--- src/rtl/hazard_fwd_ctrl_pkg.sv ---
// Shared definitions for the hazard / forwarding controller.
//   fwd_sel_e  : EX operand mux select codes (regfile, WB data, EX/MEM ALU result)
//   tag_ctrl_t : control fields of one in-flight instruction tag; the destination
//                register travels beside it because its width is a module parameter.
//   TAG_*      : index of each pipeline tag stage in the tag arrays.
package hazard_fwd_ctrl_pkg;

  typedef enum logic [1:0] {
    FWD_REG = 2'd0,
    FWD_WB  = 2'd1,
    FWD_MEM = 2'd2
  } fwd_sel_e;

  typedef struct packed {
    logic valid;
    logic regwrite;
    logic memread;
  } tag_ctrl_t;

  localparam tag_ctrl_t TAG_EMPTY = '0;

  localparam int NUM_TAG_STAGES = 3;
  localparam int TAG_EX  = 0;
  localparam int TAG_MEM = 1;
  localparam int TAG_WB  = 2;

endpackage

--- src/rtl/hazard_fwd_ctrl_if.sv ---
// Bus between the pipeline datapath and the hazard / forwarding controller.
//   master : datapath side, drives the ID-stage instruction fields and flush,
//            receives the forward selects, stall, bubble and stall counter.
//   slave  : controller side.
interface hazard_fwd_ctrl_if #(
  parameter int REG_DIR_WIDTH = 3,
  parameter int CNT_WIDTH     = 16
);
  logic                     id_valid;
  logic [REG_DIR_WIDTH-1:0] id_rs;
  logic [REG_DIR_WIDTH-1:0] id_rt;
  logic [REG_DIR_WIDTH-1:0] id_dest;
  logic                     id_regwrite;
  logic                     id_memread;
  logic                     flush;
  logic [1:0]               Forward_A;
  logic [1:0]               Forward_B;
  logic                     stall;
  logic                     bubble;
  logic [CNT_WIDTH-1:0]     stall_count;

  modport master (
    output id_valid, id_rs, id_rt, id_dest, id_regwrite, id_memread, flush,
    input  Forward_A, Forward_B, stall, bubble, stall_count
  );

  modport slave (
    input  id_valid, id_rs, id_rt, id_dest, id_regwrite, id_memread, flush,
    output Forward_A, Forward_B, stall, bubble, stall_count
  );
endinterface

--- src/rtl/hazard_tag_stage.sv ---
// One stage of the instruction tag pipeline.
//   clk, rst       : clock, asynchronous active-high reset (clears the tag)
//   kill           : load an empty tag instead of d_ctrl (bubble insertion)
//   d_ctrl, d_dest : incoming tag
//   q_ctrl, q_dest : registered tag
module hazard_tag_stage
  import hazard_fwd_ctrl_pkg::*;
#(
  parameter int DEST_WIDTH = 3
) (
  input  logic                  clk,
  input  logic                  rst,
  input  logic                  kill,
  input  tag_ctrl_t             d_ctrl,
  input  logic [DEST_WIDTH-1:0] d_dest,
  output tag_ctrl_t             q_ctrl,
  output logic [DEST_WIDTH-1:0] q_dest
);

  always_ff @(posedge clk or posedge rst) begin
    if (rst) begin
      q_ctrl <= TAG_EMPTY;
      q_dest <= '0;
    end else begin
      q_ctrl <= kill ? TAG_EMPTY : d_ctrl;
      q_dest <= d_dest;
    end
  end

endmodule

--- src/rtl/hazard_fwd_ctrl.sv ---
// Hazard detection and operand forwarding control for a 5-stage pipeline.
//   clk, rst : clock, asynchronous active-high reset
//   bus      : slave side of hazard_fwd_ctrl_if
//              in : id_valid, id_rs, id_rt, id_dest, id_regwrite, id_memread, flush
//              out: Forward_A/B (registered, valid in the EX cycle), stall and
//                   bubble (combinational), stall_count (saturating)
module hazard_fwd_ctrl
  import hazard_fwd_ctrl_pkg::*;
#(
  parameter int REG_DIR_WIDTH = 3,
  parameter int CNT_WIDTH     = 16,
  parameter int FLUSH_CYCLES  = 1
) (
  input logic               clk,
  input logic               rst,
  hazard_fwd_ctrl_if.slave  bus
);

  localparam int FCNT_W = (FLUSH_CYCLES > 1) ? $clog2(FLUSH_CYCLES) : 1;
  localparam logic [FCNT_W-1:0] FCNT_RELOAD = FCNT_W'(FLUSH_CYCLES - 1);

  tag_ctrl_t                tag_ctrl [NUM_TAG_STAGES];
  logic [REG_DIR_WIDTH-1:0] tag_dest [NUM_TAG_STAGES];
  tag_ctrl_t                id_ctrl;

  logic [FCNT_W-1:0]    fcnt_reg;
  logic [CNT_WIDTH-1:0] stall_count_reg;
  fwd_sel_e             fwd_a_reg, fwd_b_reg;
  fwd_sel_e             fwd_a_next, fwd_b_next;
  logic                 flush_active, load_hazard, stall, bubble;

  function automatic logic tag_writes(input tag_ctrl_t c,
                                      input logic [REG_DIR_WIDTH-1:0] d,
                                      input logic [REG_DIR_WIDTH-1:0] r);
    return c.valid && c.regwrite && (d == r) && (r != '0);
  endfunction

  // The EX producer is younger than the MEM producer, so it is checked first.
  // No WB case: the register file writes through in the same cycle.
  function automatic fwd_sel_e select_for(input logic [REG_DIR_WIDTH-1:0] r,
                                          input tag_ctrl_t ex_c,
                                          input logic [REG_DIR_WIDTH-1:0] ex_d,
                                          input tag_ctrl_t mem_c,
                                          input logic [REG_DIR_WIDTH-1:0] mem_d);
    if (tag_writes(ex_c, ex_d, r))        return FWD_MEM;
    else if (tag_writes(mem_c, mem_d, r)) return FWD_WB;
    else                                  return FWD_REG;
  endfunction

  assign id_ctrl = '{valid: bus.id_valid, regwrite: bus.id_regwrite, memread: bus.id_memread};

  // Tag pipeline: stage 0 is fed from ID (killed on bubble), later stages shift.
  for (genvar gi = 0; gi < NUM_TAG_STAGES; gi++) begin : g_tag
    tag_ctrl_t                d_ctrl;
    logic [REG_DIR_WIDTH-1:0] d_dest;
    logic                     kill;
    if (gi == 0) begin : g_from_id
      assign d_ctrl = id_ctrl;
      assign d_dest = bus.id_dest;
      assign kill   = bubble;
    end else begin : g_shift
      assign d_ctrl = tag_ctrl[gi-1];
      assign d_dest = tag_dest[gi-1];
      assign kill   = 1'b0;
    end
    hazard_tag_stage #(.DEST_WIDTH(REG_DIR_WIDTH)) u_stage (
      .clk    (clk),
      .rst    (rst),
      .kill   (kill),
      .d_ctrl (d_ctrl),
      .d_dest (d_dest),
      .q_ctrl (tag_ctrl[gi]),
      .q_dest (tag_dest[gi])
    );
  end

  // The WB tag only completes the pipeline picture; nothing forwards from it.
  logic wb_tag_unused;
  assign wb_tag_unused = ^{tag_ctrl[TAG_WB], tag_dest[TAG_WB]};

  always_comb begin
    flush_active = bus.flush || (fcnt_reg != '0);
    load_hazard  = tag_ctrl[TAG_EX].memread &&
                   (tag_writes(tag_ctrl[TAG_EX], tag_dest[TAG_EX], bus.id_rs) ||
                    tag_writes(tag_ctrl[TAG_EX], tag_dest[TAG_EX], bus.id_rt));
    // A flush kills the ID instruction, so a hazard behind it is moot.
    stall  = bus.id_valid && !flush_active && load_hazard;
    bubble = stall || flush_active || !bus.id_valid;

    fwd_a_next = FWD_REG;
    fwd_b_next = FWD_REG;
    if (!bubble) begin
      fwd_a_next = select_for(bus.id_rs, tag_ctrl[TAG_EX], tag_dest[TAG_EX],
                              tag_ctrl[TAG_MEM], tag_dest[TAG_MEM]);
      fwd_b_next = select_for(bus.id_rt, tag_ctrl[TAG_EX], tag_dest[TAG_EX],
                              tag_ctrl[TAG_MEM], tag_dest[TAG_MEM]);
    end
  end

  always_ff @(posedge clk or posedge rst) begin
    if (rst) begin
      fwd_a_reg       <= FWD_REG;
      fwd_b_reg       <= FWD_REG;
      fcnt_reg        <= '0;
      stall_count_reg <= '0;
    end else begin
      fwd_a_reg <= fwd_a_next;
      fwd_b_reg <= fwd_b_next;
      // The flush cycle itself is one killed slot; the counter covers the rest.
      if (bus.flush)             fcnt_reg <= FCNT_RELOAD;
      else if (fcnt_reg != '0)   fcnt_reg <= fcnt_reg - 1'b1;
      if (stall && (stall_count_reg != '1))
        stall_count_reg <= stall_count_reg + 1'b1;
    end
  end

  assign bus.Forward_A   = fwd_a_reg;
  assign bus.Forward_B   = fwd_b_reg;
  assign bus.stall       = stall;
  assign bus.bubble      = bubble;
  assign bus.stall_count = stall_count_reg;

endmodule

--- src/flat_wrapper.sv ---
// flat-port wrapper written by rule: the top's interface ports become plain ports
module hazard_fwd_ctrl_flat import hazard_fwd_ctrl_pkg::*;
#(
  parameter int REG_DIR_WIDTH = 3,
  parameter int CNT_WIDTH     = 16,
  parameter int FLUSH_CYCLES  = 1
)
  (clk, rst, bus_id_valid, bus_id_rs, bus_id_rt, bus_id_dest, bus_id_regwrite, bus_id_memread, bus_flush, bus_Forward_A, bus_Forward_B, bus_stall, bus_bubble, bus_stall_count);
  hazard_fwd_ctrl_if #(.REG_DIR_WIDTH(REG_DIR_WIDTH), .CNT_WIDTH(CNT_WIDTH)) bus_i ();
  input logic clk;
  input logic rst;
  input wire logic [$bits(bus_i.id_valid)-1:0] bus_id_valid;
  input wire logic [$bits(bus_i.id_rs)-1:0] bus_id_rs;
  input wire logic [$bits(bus_i.id_rt)-1:0] bus_id_rt;
  input wire logic [$bits(bus_i.id_dest)-1:0] bus_id_dest;
  input wire logic [$bits(bus_i.id_regwrite)-1:0] bus_id_regwrite;
  input wire logic [$bits(bus_i.id_memread)-1:0] bus_id_memread;
  input wire logic [$bits(bus_i.flush)-1:0] bus_flush;
  output wire logic [$bits(bus_i.Forward_A)-1:0] bus_Forward_A;
  output wire logic [$bits(bus_i.Forward_B)-1:0] bus_Forward_B;
  output wire logic [$bits(bus_i.stall)-1:0] bus_stall;
  output wire logic [$bits(bus_i.bubble)-1:0] bus_bubble;
  output wire logic [$bits(bus_i.stall_count)-1:0] bus_stall_count;
  assign bus_i.id_valid = bus_id_valid;
  assign bus_i.id_rs = bus_id_rs;
  assign bus_i.id_rt = bus_id_rt;
  assign bus_i.id_dest = bus_id_dest;
  assign bus_i.id_regwrite = bus_id_regwrite;
  assign bus_i.id_memread = bus_id_memread;
  assign bus_i.flush = bus_flush;
  assign bus_Forward_A = bus_i.Forward_A;
  assign bus_Forward_B = bus_i.Forward_B;
  assign bus_stall = bus_i.stall;
  assign bus_bubble = bus_i.bubble;
  assign bus_stall_count = bus_i.stall_count;
  hazard_fwd_ctrl #(.REG_DIR_WIDTH(REG_DIR_WIDTH), .CNT_WIDTH(CNT_WIDTH), .FLUSH_CYCLES(FLUSH_CYCLES)) u_core (.clk(clk), .rst(rst), .bus(bus_i));
endmodule
--- config.mk ---
export PLATFORM = sky130hd
export DESIGN_NAME = hazard_fwd_ctrl_flat
export DESIGN_NICKNAME = d
export VERILOG_FILES = /design/src/rtl/hazard_fwd_ctrl_pkg.sv /design/src/rtl/hazard_fwd_ctrl_if.sv /design/src/rtl/hazard_tag_stage.sv /design/src/rtl/hazard_fwd_ctrl.sv /design/src/flat_wrapper.sv
export SDC_FILE = /design/constraint.sdc
export NUM_CORES = 1
export LEC_CHECK = 0
export ABC_AREA = 1
export BUFFER_PORTS_ARGS = -buffer_cell sky130_fd_sc_hd__buf_2
export CORE_MARGIN = 10
export CORE_UTILIZATION = 55
export CTS_BUF_LIST = sky130_fd_sc_hd__clkbuf_8
export DETAILED_ROUTE_END_ITERATION = 12
export GPL_TIMING_DRIVEN = 1
export HOLD_SLACK_MARGIN = 0.12
export PLACE_DENSITY = 0.81
export SLEW_MARGIN = 10
export SYNTH_ARGS = -nofsm -noshare
export SYNTH_HDL_FRONTEND = slang
export SYNTH_SLANG_ARGS = --single-unit
--- constraint.sdc ---
create_clock -name clk -period 1.91 [get_ports clk]
set_input_delay 0.0955 -clock clk [delete_from_list [all_inputs] [get_ports clk]]
set_output_delay 0.0955 -clock clk [all_outputs]
set_load 0.02 [all_outputs]
; Yosys cells after proc, flatten, opt, wreduce, memory -nomap -nowiden
; Cells that the tools add are included.
[op_classes]
n_reduce_logical = 22
eq_ne = 5
mux = 9
add_sub_neg = 2
[op_table]
columns = op, count
row1 = $add A16 B1 Y16 const B, 1
row2 = $ne A16 B16 Y1 const B, 1
row3 = $logic_and A1 B1 Y1, 14
row4 = $eq A3 B3 Y1, 4
row5 = $mux W2, 4
row6 = $reduce_bool A3 Y1, 2
row7 = $logic_or A1 B1 Y1, 4
row8 = $mux W1, 4
row9 = $mux W3, 1
row10 = $logic_not A1 Y1, 2
row11 = $sub A1 B1 Y1 const B, 1
[word_totals]
regBits = 32
out_inout_bits = 22
inputBits = 15
elab_cells = 49

; Longest topological paths before layout
; Gate-level depths: netlist of run 1.
[logic_depth]
word_depth = 9
mapped_depth = 11

; Hierarchy
; Synthesis of run 1 repeated with hierarchy kept, for this count alone.
[unflattened]
cells_unflattened = 221
area_unflattened_um2 = 1701.6
[by_module_without_submodules]
columns = module, area_per_inst_um2, cells_each, instances
row1 = hazard_fwd_ctrl, 1348.8, 195, 1
row2 = hazard_tag_stage, 176.4, 13, 2

; Worst setup path after synthesis of run 1
; OpenSTA, ideal clock, no wires.
[synth_timing]
kind = register -> register
start = register u_core.stall_count_reg[0], in the netlist u_core.bus.stall_count[0]
end = register u_core.stall_count_reg[7], in the netlist u_core.bus.stall_count[7]
slack_ps = 262
stages_incl_launch_ff = 10
n_path_buf = 1
synth_period_minus_slack_ps = 1648
setup_ps = 117
t_arrival_ps = 1531
required_ps = 1793
cell_sequence = dfrtp_1 > ha_1 > nand3_1 > inv_1 > nand2_1 > nor2_1 > nor2_4 > buf_6 > nand2_1 > nand2_1
[synth_via]
elab_chain_cells = 2
word_cells_on_any_way = 3
classes_between = 1 x add/sub / 1 x eq/ne / 1 x reduce/logical
[synth_lines]
columns = element, line
row1 = "start, declared", hazard_fwd_ctrl.sv:27  ; logic [CNT_WIDTH-1:0] stall_count_reg;
row2 = "start signal, assigned", hazard_fwd_ctrl.sv:113  ; stall_count_reg <= stall_count_reg + 1'b1;
row3 = "parallel branches: the longest is 2 deep, another holds $add A16 B1 Y16", n/a
; Several ways; the timed one is not identified.
; A chain may end at the register's enable or synchronous reset.

; Worst setup path in the final report of run 1
[layout_timing]
start = register u_core.stall_count_reg[0], in the netlist u_core.bus.stall_count[0]
end = register u_core.stall_count_reg[8], in the netlist u_core.bus.stall_count[8]
; Same word-level chain as after synthesis.

==> results of run 1 <==
[tightest hold or removal path, cell delays in order]
cell and delay, ns:
buf_2 0.12, xnor2_1 0.08, nand4_1 0.09, nor2_1 0.05
[cell families (layout without fill, tap and decap cells)]
| kind of cell | count (synthesis) | count (layout) | share of synthesized area |
|---|---|---|---|
| buf+inv | 26 | 74 | 0.0644 |
| compound gates | 6 | 6 | 0.0243 |
| fa+ha+maj | 1 | 1 | 0.00758 |
| simple gates | 129 | 129 | 0.338 |
| xor+xnor | 18 | 18 | 0.0955 |
| flops | 31 | 31 | 0.470 |
[how the worst max path moves through the flow]
stage / end / slack (ns) / cells after the start
global route: u_core.bus.stall_count[9] / 0.01 / 8
global placement: u_core.bus.stall_count[11] / 0.23 / 7
CTS: u_core.bus.stall_count[8] / 0.12 / 7
finish: u_core.bus.stall_count[8] / 0.21 / 8
floorplan: u_core.bus.stall_count[7] / 0.26 / 9
detailed placement: u_core.bus.stall_count[8] / 0.13 / 7
[metal layers]
metal | up-vias | part of all wire
li1 | 744 | -
met1 | 659 | 0.45
met2 | 38 | 0.45
met3 | 5 | 0.089
met4 | 0 | 0.012
met5 | - | 0
[timing repair]
item / 4_1_cts / 5_1_grt
hold buffers: 6 / 0
endpoints found under the setup margin: 0 / 11
hold endpoints to repair: 36 / 0
gates resized for setup: 0 / 1
[stage by stage]
stage / worst slack (ns) / cell area, µm² / instances
6_report: 0.208 / 2020 / 290
5_1_grt: 0.0138 / 2020 / 290
4_1_cts: 0.120 / 2010 / 290
3_5_place_dp: 0.133 / 1860 / 277
3_3_place_gp: 0.234 / 1860 / 277
2_1_floorplan: 0.262 / 1650 / 211
[cells in the final DEF (no fill, tap or decap), types with 2 or more instances in the layout]
master,netlist,layout
clkbuf_8,0,6
buf_2,1,36
dlygate4sd3_1,0,6
nor2_1,24,24
inv_2,4,4
or2_2,2,2
nand2_1,77,77
nor3_1,7,7
xnor2_1,6,6
a21oi_1,2,2
nand4_1,2,2
nand3_1,8,8
nand3_2,3,3
xor2_1,12,12
inv_1,20,20
nand2_2,3,3
dfrtp_1,31,31
[layout make-up]
| type | count | area (µm²) |
|---|---|---|
| clock buffer | 6 | 82.6 |
| clock inverter | 1 | 5.00 |
| fill | 245 | 788 |
| inverter | 24 | 90.1 |
| multi-input combinational | 154 | 777 |
| sequential | 31 | 776 |
| tap | 31 | 38.8 |
| timing repair buffer | 43 | 248 |
[report_power, final]
part           leakage [µW]  switching [µW]  internal [µW]
clock network     0.0000470             231            282
logic              0.000632            49.2           36.9
registers          0.000416            10.5            668
total               0.00109             291            987
==> results.json, run 1 <==
{
  "reg2reg_to": "u_core.bus.stall_count[8]",
  "synth_area_per_cell_um2": 7.82,
  "post_drt_wl_per_cell_um": 12.4,
  "core_mm2": 0.00281,
  "cts-buffers-inserted": 5,
  "vias": 1446,
  "synth_edf_count": 0,
  "grt_pass1_vias": 1427,
  "clock_path_buffers": 2,
  "ant_nets": 0,
  "ioPinCount": 37,
  "crit_chain": "ha_1 -> nand3_1 -> inv_1 -> nand2_1 -> nor2_1 -> nor2_4 -> nand2_1 -> nand2_1",
  "synthArstFlopShare": 1.00,
  "cts_sinks": 31,
  "cpLargestDelayFamily": "simple AND/OR/NAND/NOR gates",
  "grt_max_degree": 32,
  "yosysMostFrequentCell": "nand2_1",
  "clk_latency_ns": 0.28,
  "yosys.area.top_type": "dfrtp_1",
  "crit_path_end_kind": "register",
  "ys_warn_count": 0,
  "fin_util": 0.719,
  "path_clk_slew_ns": 0.06,
  "synth_flop_cell": "dfrtp_1",
  "crit_top_cell": "nand2_1",
  "fin_nets": 275,
  "htreeDepth": 2,
  "fmax_ghz": 0.587,
  "post-cts-setup-buffer-count": 0,
  "track_usage": 0.144,
  "report.final.slew_viol_count": 0,
  "setup_viol": 0,
  "area_growth_pct": 22.2,
  "grt_pass1_wl_um": 6350,
  "hold_path_class": "in -> reg",
  "final_layout_size_suffix_gt1_frac": 0.232,
  "fp-row-count": 19,
  "reg2reg_depth": 8,
  "reg2reg_setup_slack_ns": 0.21,
  "top_usage_layer": "met2",
  "die_y_um": 74.8,
  "synthCells": 211,
  "status": "finished clean",
  "startpoint": "u_core.bus.stall_count[0]",
  "syn_nets": 227,
  "cts_tree": "done",
  "chipWidth_um": 74.8,
  "overflow": 0,
  "ys_top_cells_by_count": "nand2_1 (77), dfrtp_1 (31), nor2_1 (24)",
  "crit_fanout": 16,
  "r2r-start": "u_core.bus.stall_count[0]",
  "cpMaxStageDelayCell": "dfrtp_1",
  "grt_util_met2": 0.218,
  "yosys.cell_types.count": 24,
  "initial_core_util": 0.588,
  "min_period_over_period": 0.891,
  "die_area_mm2": 0.00559,
  "slowest_delay_ns": 0.43,
  "required_ns": 2.13,
  "p_per_area_mw_per_mm2": 634,
  "ir_drop_mv": 0.578,
  "hold_viol": 0,
  "skew_ns": 0.00757,
  "relSlewSlack": 0.704,
  "synth_top_area_share": 0.470,
  "route.detailed.drc": 0,
  "gp_congestion": 0.911,
  "finalPower_uw": 1280,
  "hold_ws_ns": 0.197,
  "antenna_cells": 0,
  "hold_end": "u_core.bus.Forward_A[0]",
  "use_met3": 0.0631,
  "worst_pin_slew_ns": 0.442,
  "min_period_ns": 1.70,
  "cap_violations": 0,
  "min_from": "bus_id_rs[2]",
  "drtIter0Drc": 107,
  "ys_seq_area_frac": 0.470,
  "critPathKind": "reg -> reg",
  "drtPass1Iterations": 4,
  "grt_util_met1": 0.183,
  "ys_top_cells_by_area": "dfrtp_1 (47%), nand2_1 (18%), xor2_1 (6.4%)",
  "hpwlAfterDp_um": 2760,
  "leakage_uw": 0.00109,
  "viasPerCell": 4.99,
  "largest_register_ffs": 16,
  "fin_tns_setup_ns": 0,
  "drt_wl_total_um": 3600,
  "antenna_found_initial": 0,
  "critPathArrivalTime_ns": 1.92,
  "syn_area_mm2": 0.00165,
  "synth_seq_cells": 31,
  "startpoint_type": "register",
  "root_buffer": "clkbuf_8",
  "io_buffer_count": 36,
  "critPathBufInv": 1,
  "min_path_cells": 4,
  "rsz0062_at_grt": "false"
}
No activity file was read; power rests on OpenSTA's default activity.
==> run 2, diff against run 1 <==
- PLACE_DENSITY: 0.81 -> 0.88
==> run 2 against run 1 <==
  * Non-clock buffer count unchanged
  * Final area increased by 0.62%
  * Global-route usage decreased by 0.086 points
  * Sequential power about the same
  * Via count increased by 0.35%
  * Routed wire length increased by 0.94%
  * Largest cell class unchanged
==> results.json, run 2 (same netlist as run 1, synthesis figures left out) <==
{
  "cts_sinks": 31,
  "antenna_cells": 0,
  "drtPass1Iterations": 4,
  "report.final.slew_viol_count": 0,
  "setup_ws_ns": 0.187,
  "fin_cells": 291,
  "root_buffer": "clkbuf_8",
  "cpMaxStageDelayCell": "dfrtp_1",
  "min_period_ns": 1.72,
  "reg2reg_to": "u_core.bus.stall_count[9]",
  "skew_ns": 0.00305,
  "dp_cells": 277,
  "required_ns": 1.81,
  "min_period_over_period": 0.902,
  "worst_pin_slew_ns": 0.428,
  "multiInputGateArea_um2": 777,
  "placed_cell_area_mm2": 0.00186,
  "grt_pass1_vias": 1411,
  "critPathKind": "reg -> out",
  "drt_wl_total_um": 3640,
  "chipWidth_um": 74.8,
  "drtIter0Drc": 108,
  "layout_commonest_cell": "nand2_1",
  "setup_viol": 0,
  "die_y_um": 74.8,
  "cts_tree": "done",
  "stdcell_area_mm2": 0.00203,
  "hold_path_class": "in -> reg",
  "overflow": 0,
  "path_clk_slew_ns": 0.06,
  "critPathArrivalTime_ns": 1.63,
  "htreeDepth": 2,
  "finalPower_uw": 1320,
  "status": "finished clean",
  "final_cell_mix": "nand2_1 (77), buf_2 (36), dfrtp_1 (31)",
  "hold_end": "u_core.bus.Forward_A[0]",
  "r2r-start": "u_core.bus.stall_count[0]",
  "track_usage": 0.143,
  "post-cts-setup-buffer-count": 0,
  "ant_nets": 0,
  "die_area_mm2": 0.00559,
  "io_buffer_count": 36,
  "fillCellCount": 226,
  "gp_congestion": 0.909,
  "slowest_delay_ns": 0.43,
  "core_mm2": 0.00281,
  "dp_slack_ns": 0.138,
  "vias": 1451,
  "post_drt_wl_per_cell_um": 12.5,
  "grt_max_degree": 32,
  "fin_nets": 275,
  "crit_chain": "xnor2_1 -> nand3_2 -> nand2_2 -> nand2_1 -> nand2_2 -> buf_2",
  "p_per_area_mw_per_mm2": 650,
  "leakage_uw": 0.00110,
  "viasPerCell": 4.99,
  "ir_drop_mv": 0.447,
  "cts-buffers-inserted": 5,
  "cap_violations": 0,
  "fp-row-count": 19,
  "min_path_cells": 4,
  "area_growth_pct": 23.0,
  "clock_path_buffers": 2,
  "startpoint_type": "register",
  "largest_register_ffs": 16,
  "grt_pass1_wl_um": 6170,
  "initial_core_util": 0.588,
  "reg2reg_depth": 8,
  "rsz0062_at_grt": "false",
  "hold_viol": 0,
  "fin_tns_setup_ns": 0,
  "route.detailed.drc": 0,
  "crit_fanout": 8,
  "min_from": "bus_id_rs[2]",
  "seqCellArea_um2": 776,
  "final_layout_size_suffix_gt1_frac": 0.231,
  "fmax_ghz": 0.580,
  "ioPinCount": 37,
  "crit_top_cell": "nand2_2",
  "relSlewSlack": 0.714,
  "antenna_found_initial": 0,
  "clk_latency_ns": 0.28,
  "crit_path_end_kind": "output port",
  "hpwlAfterDp_um": 2620,
  "reg2reg_setup_slack_ns": 0.21
}
-- run 2: cell types whose count changed in the layout (fill, tap and decap cells not counted) --
| cell | delta |
|---|---|
| clkbuf_8 | +1 |
| clkinv_2 | -1 |
| inv_1 | +1 |
-- run 2: repair_timing --
action,in CTS,in global routing
hold buffers,6,0
endpoints found under the setup margin,0,16
gates resized for setup,0,1
hold endpoints to repair,36,0
-- run 2: routing by layer --
layer	wire length, µm	global-route usage	vias to the layer above
met2	1660	0.218	41
met4	24	0.0651	0
li1	-	-	745
met1	1620	0.171	663
met5	0	0	-
met3	331	0.0644	2
-- run 2: worst max path at each step --
stage / startpoint / to / slack (ns) / cells after the start
5_1_grt: u_core.bus.stall_count[0] / u_core.bus.stall_count[14] / 0.06 / 8
3_5_place_dp: u_core.bus.stall_count[0] / u_core.bus.stall_count[11] / 0.14 / 7
4_1_cts: u_core.bus.stall_count[0] / u_core.bus.stall_count[11] / 0.11 / 7
6_report: u_core.g_tag[0].u_stage.q_dest[1] / bus_bubble / 0.19 / 6
3_3_place_gp: u_core.bus.stall_count[0] / u_core.bus.stall_count[14] / 0.23 / 7
2_1_floorplan: u_core.bus.stall_count[0] / u_core.bus.stall_count[7] / 0.26 / 9
-- run 2: where the power goes --
group | total (µW) | switching [µW] | leakage [µW] | internal (µW)
logic | 86.0 | 49.1 | 0.000632 | 36.9
registers | 679 | 10.7 | 0.000416 | 668
clock network | 553 | 231 | 0.0000557 | 323
-- run 2: area by class of cell --
| class | instances | share of cell area |
|---|---|---|
| clock buffers | 7 | 0.0475 |
| well taps | 31 | 0.0191 |
| repair buffers | 43 | 0.122 |
| clock inverters | 1 | 0.00185 |
| inverters | 24 | 0.0444 |
| multi-input cells | 154 | 0.383 |
| flip-flops and latches | 31 | 0.382 |
-- run 2: critical path, delay by kind of cell, from the launching register on --
family / cells / cell delay [ns]
XOR/XNOR: 1 / 0.23
buffers and inverters: 1 / 0.20
flip-flops: 1 / 0.43
AND/OR/NAND/NOR: 4 / 0.49
-- run 2: metrics by stage --
| stage | utilization | hold slack [ns] |
|---|---|---|
| final | 0.723 | 0.181 |
| after global routing | 0.723 | 0.200 |
| after global placement | 0.663 | 0.186 |
| after detailed placement | 0.663 | 0.194 |
| after floorplan | - | 0.127 |
| after CTS | 0.720 | 0.178 |
==> run 3, diff against run 2 <==
- CORE_UTILIZATION: 55 -> 50
- PLACE_DENSITY: 0.88 -> 0.82
==> run 3 against run 2 <==
  * Sequential power is essentially flat
  * Die area is 7.3% higher
  * Critical endpoint unchanged
  * Maximum frequency is 1.1% higher
  * Clock skew rose by 0.0019 ns
  * Clock power increased by 37%
  * Highest routed layer unchanged
  * Core utilization down 5.4 points
  * Non-clock buffer count is the same
  * Routed wire length is 1.2% lower
  * Via count fell by 0.28%
  * Power rose by 15%
==> results.json, run 3 (same netlist as run 1, synthesis figures left out) <==
{
  "status": "finished clean",
  "overflow": 0,
  "cap_violations": 0,
  "finalPower_uw": 1520,
  "required_ns": 1.81,
  "fin_util": 0.670,
  "gp_congestion": 0.870,
  "fin_nets": 275,
  "clock_path_buffers": 2,
  "route.detailed.drc": 0,
  "critPathKind": "reg -> out",
  "hold_path_class": "in -> reg",
  "leakage_uw": 0.00112,
  "startpoint_type": "register",
  "min_period_over_period": 0.892,
  "final_cell_mix": "nand2_1 (77), buf_2 (36), dfrtp_1 (31)",
  "fin_cells": 304,
  "fp-row-count": 20,
  "root_buffer": "clkbuf_8",
  "setup_ws_ns": 0.206,
  "relSlewSlack": 0.699,
  "cts-buffers-inserted": 5,
  "fillCellCount": 269,
  "fmax_ghz": 0.587,
  "crit_fanout": 8,
  "post_drt_wl_per_cell_um": 11.8,
  "clk_latency_ns": 0.29,
  "grt_max_degree": 32,
  "ant_nets": 0,
  "report.final.slew_viol_count": 0,
  "crit_top_cell": "nand2_1",
  "crit_path_end_kind": "output port",
  "vias": 1447,
  "chipWidth_um": 77.5,
  "die_area_mm2": 0.00600,
  "drtPass1Iterations": 4,
  "dp_slack_ns": 0.168,
  "antenna_cells": 0,
  "fin_tns_setup_ns": 0,
  "worst_pin_slew_ns": 0.450,
  "ioPinCount": 37,
  "core_mm2": 0.00310,
  "cts_sinks": 31,
  "antenna_found_initial": 0,
  "io_buffer_count": 36,
  "p_per_area_mw_per_mm2": 731,
  "seqCellArea_um2": 776,
  "cpLargestDelayFamily": "simple AND/OR/NAND/NOR gates",
  "crit_chain": "inv_1 -> nand2_1 -> nand2_1 -> nor2_2 -> nand3_2 -> nand2_2 -> nand2_1 -> nand2_2 -> buf_2",
  "hold_viol": 0,
  "path_clk_slew_ns": 0.06,
  "rsz0062_at_grt": "false",
  "multiInputGateArea_um2": 777,
  "cts_tree": "done",
  "final_layout_size_suffix_gt1_frac": 0.231,
  "initial_core_util": 0.532,
  "layout_commonest_cell": "nand2_1",
  "critPathBufInv": 2,
  "slowest_delay_ns": 0.40,
  "hpwlAfterDp_um": 2660,
  "dp_cells": 290,
  "post-cts-setup-buffer-count": 0,
  "area_growth_pct": 25.9,
  "cpMaxStageDelayCell": "dfrtp_1",
  "grt_pass1_wl_um": 6000,
  "grt_pass1_vias": 1387,
  "track_usage": 0.121,
  "setup_viol": 0,
  "ir_drop_mv": 0.559,
  "die_y_um": 77.5,
  "skew_ns": 0.00492,
  "htreeDepth": 2,
  "drt_wl_total_um": 3590,
  "drtIter0Drc": 69,
  "largest_register_ffs": 16,
  "min_period_ns": 1.70,
  "viasPerCell": 4.76,
  "critPathArrivalTime_ns": 1.61
}
-- run 3: worst register-to-register path, stage by stage (launching register included) --
cell and delay (ns):
dfrtp_1 0.43, ha_1 0.26, nand3_1 0.15, inv_1 0.09
nand2_1 0.09, nor2_1 0.08, nor2_4 0.33, nand2_1 0.10
nand2_1 0.07
-- run 3: final cells by class --
cell class	instances	area share
Clock buffer	5	0.0331
Timing Repair Buffer	43	0.119
Inverter	24	0.0433
Clock inverter	3	0.0307
Multi-Input combinational cell	154	0.374
Sequential cell	31	0.373
Tap cell	44	0.0265
-- run 3: path summary, 6_finish.rpt --
kind | start | endpoint | slack [ns] | cells after the start
setup / recovery | u_core.g_tag[0].u_stage.q_dest[0] | bus_bubble | 0.21 | 9
hold / removal | bus_id_rs[2] | u_core.bus.Forward_A[0] | 0.16 | 4
setup reg to reg | u_core.bus.stall_count[0] | u_core.bus.stall_count[12] | 0.24 | 8
hold reg to reg | u_core.g_tag[0].u_stage.q_ctrl[1] | u_core.g_tag[1].u_stage.q_ctrl[1] | 0.37 | 0
max in group asynchronous | rst | u_core.bus.stall_count[13] | 1.19 | 4
min in group asynchronous | rst | u_core.bus.stall_count[6] | 0.43 | 4
-- run 3: per-stage QoR --
stage	cell area [µm²]	hold WS, ns
floorplan	1650	0.127
global placement	1880	0.189
detailed placement	1880	0.189
CTS	2070	0.154
global route	2080	0.179
finish	2080	0.160
-- run 3: layer usage --
metal | wire, µm | share of wire | up-vias | GRT usage
met2 | 1610 | 0.45 | 30 | 0.189
met5 | 0 | 0 | - | 0
met3 | 239 | 0.067 | 6 | 0.0576
met4 | 51 | 0.014 | 0 | 0.0420
met1 | 1690 | 0.47 | 660 | 0.143
li1 | - | - | 751 | -
-- run 3: what timing repair did --
item,in CTS,in global routing
hold buffers,6,0
gates resized for setup,0,1
setup endpoints to repair,0,4
endpoints found under the hold margin,36,0
-- run 3: power breakdown --
group          leakage [µW]  total, µW  switching, µW  internal (µW)
clock network     0.0000695        755            239            516
registers          0.000416        679           10.5            668
logic              0.000632       86.4           49.4           36.9
total               0.00112       1520            299           1220
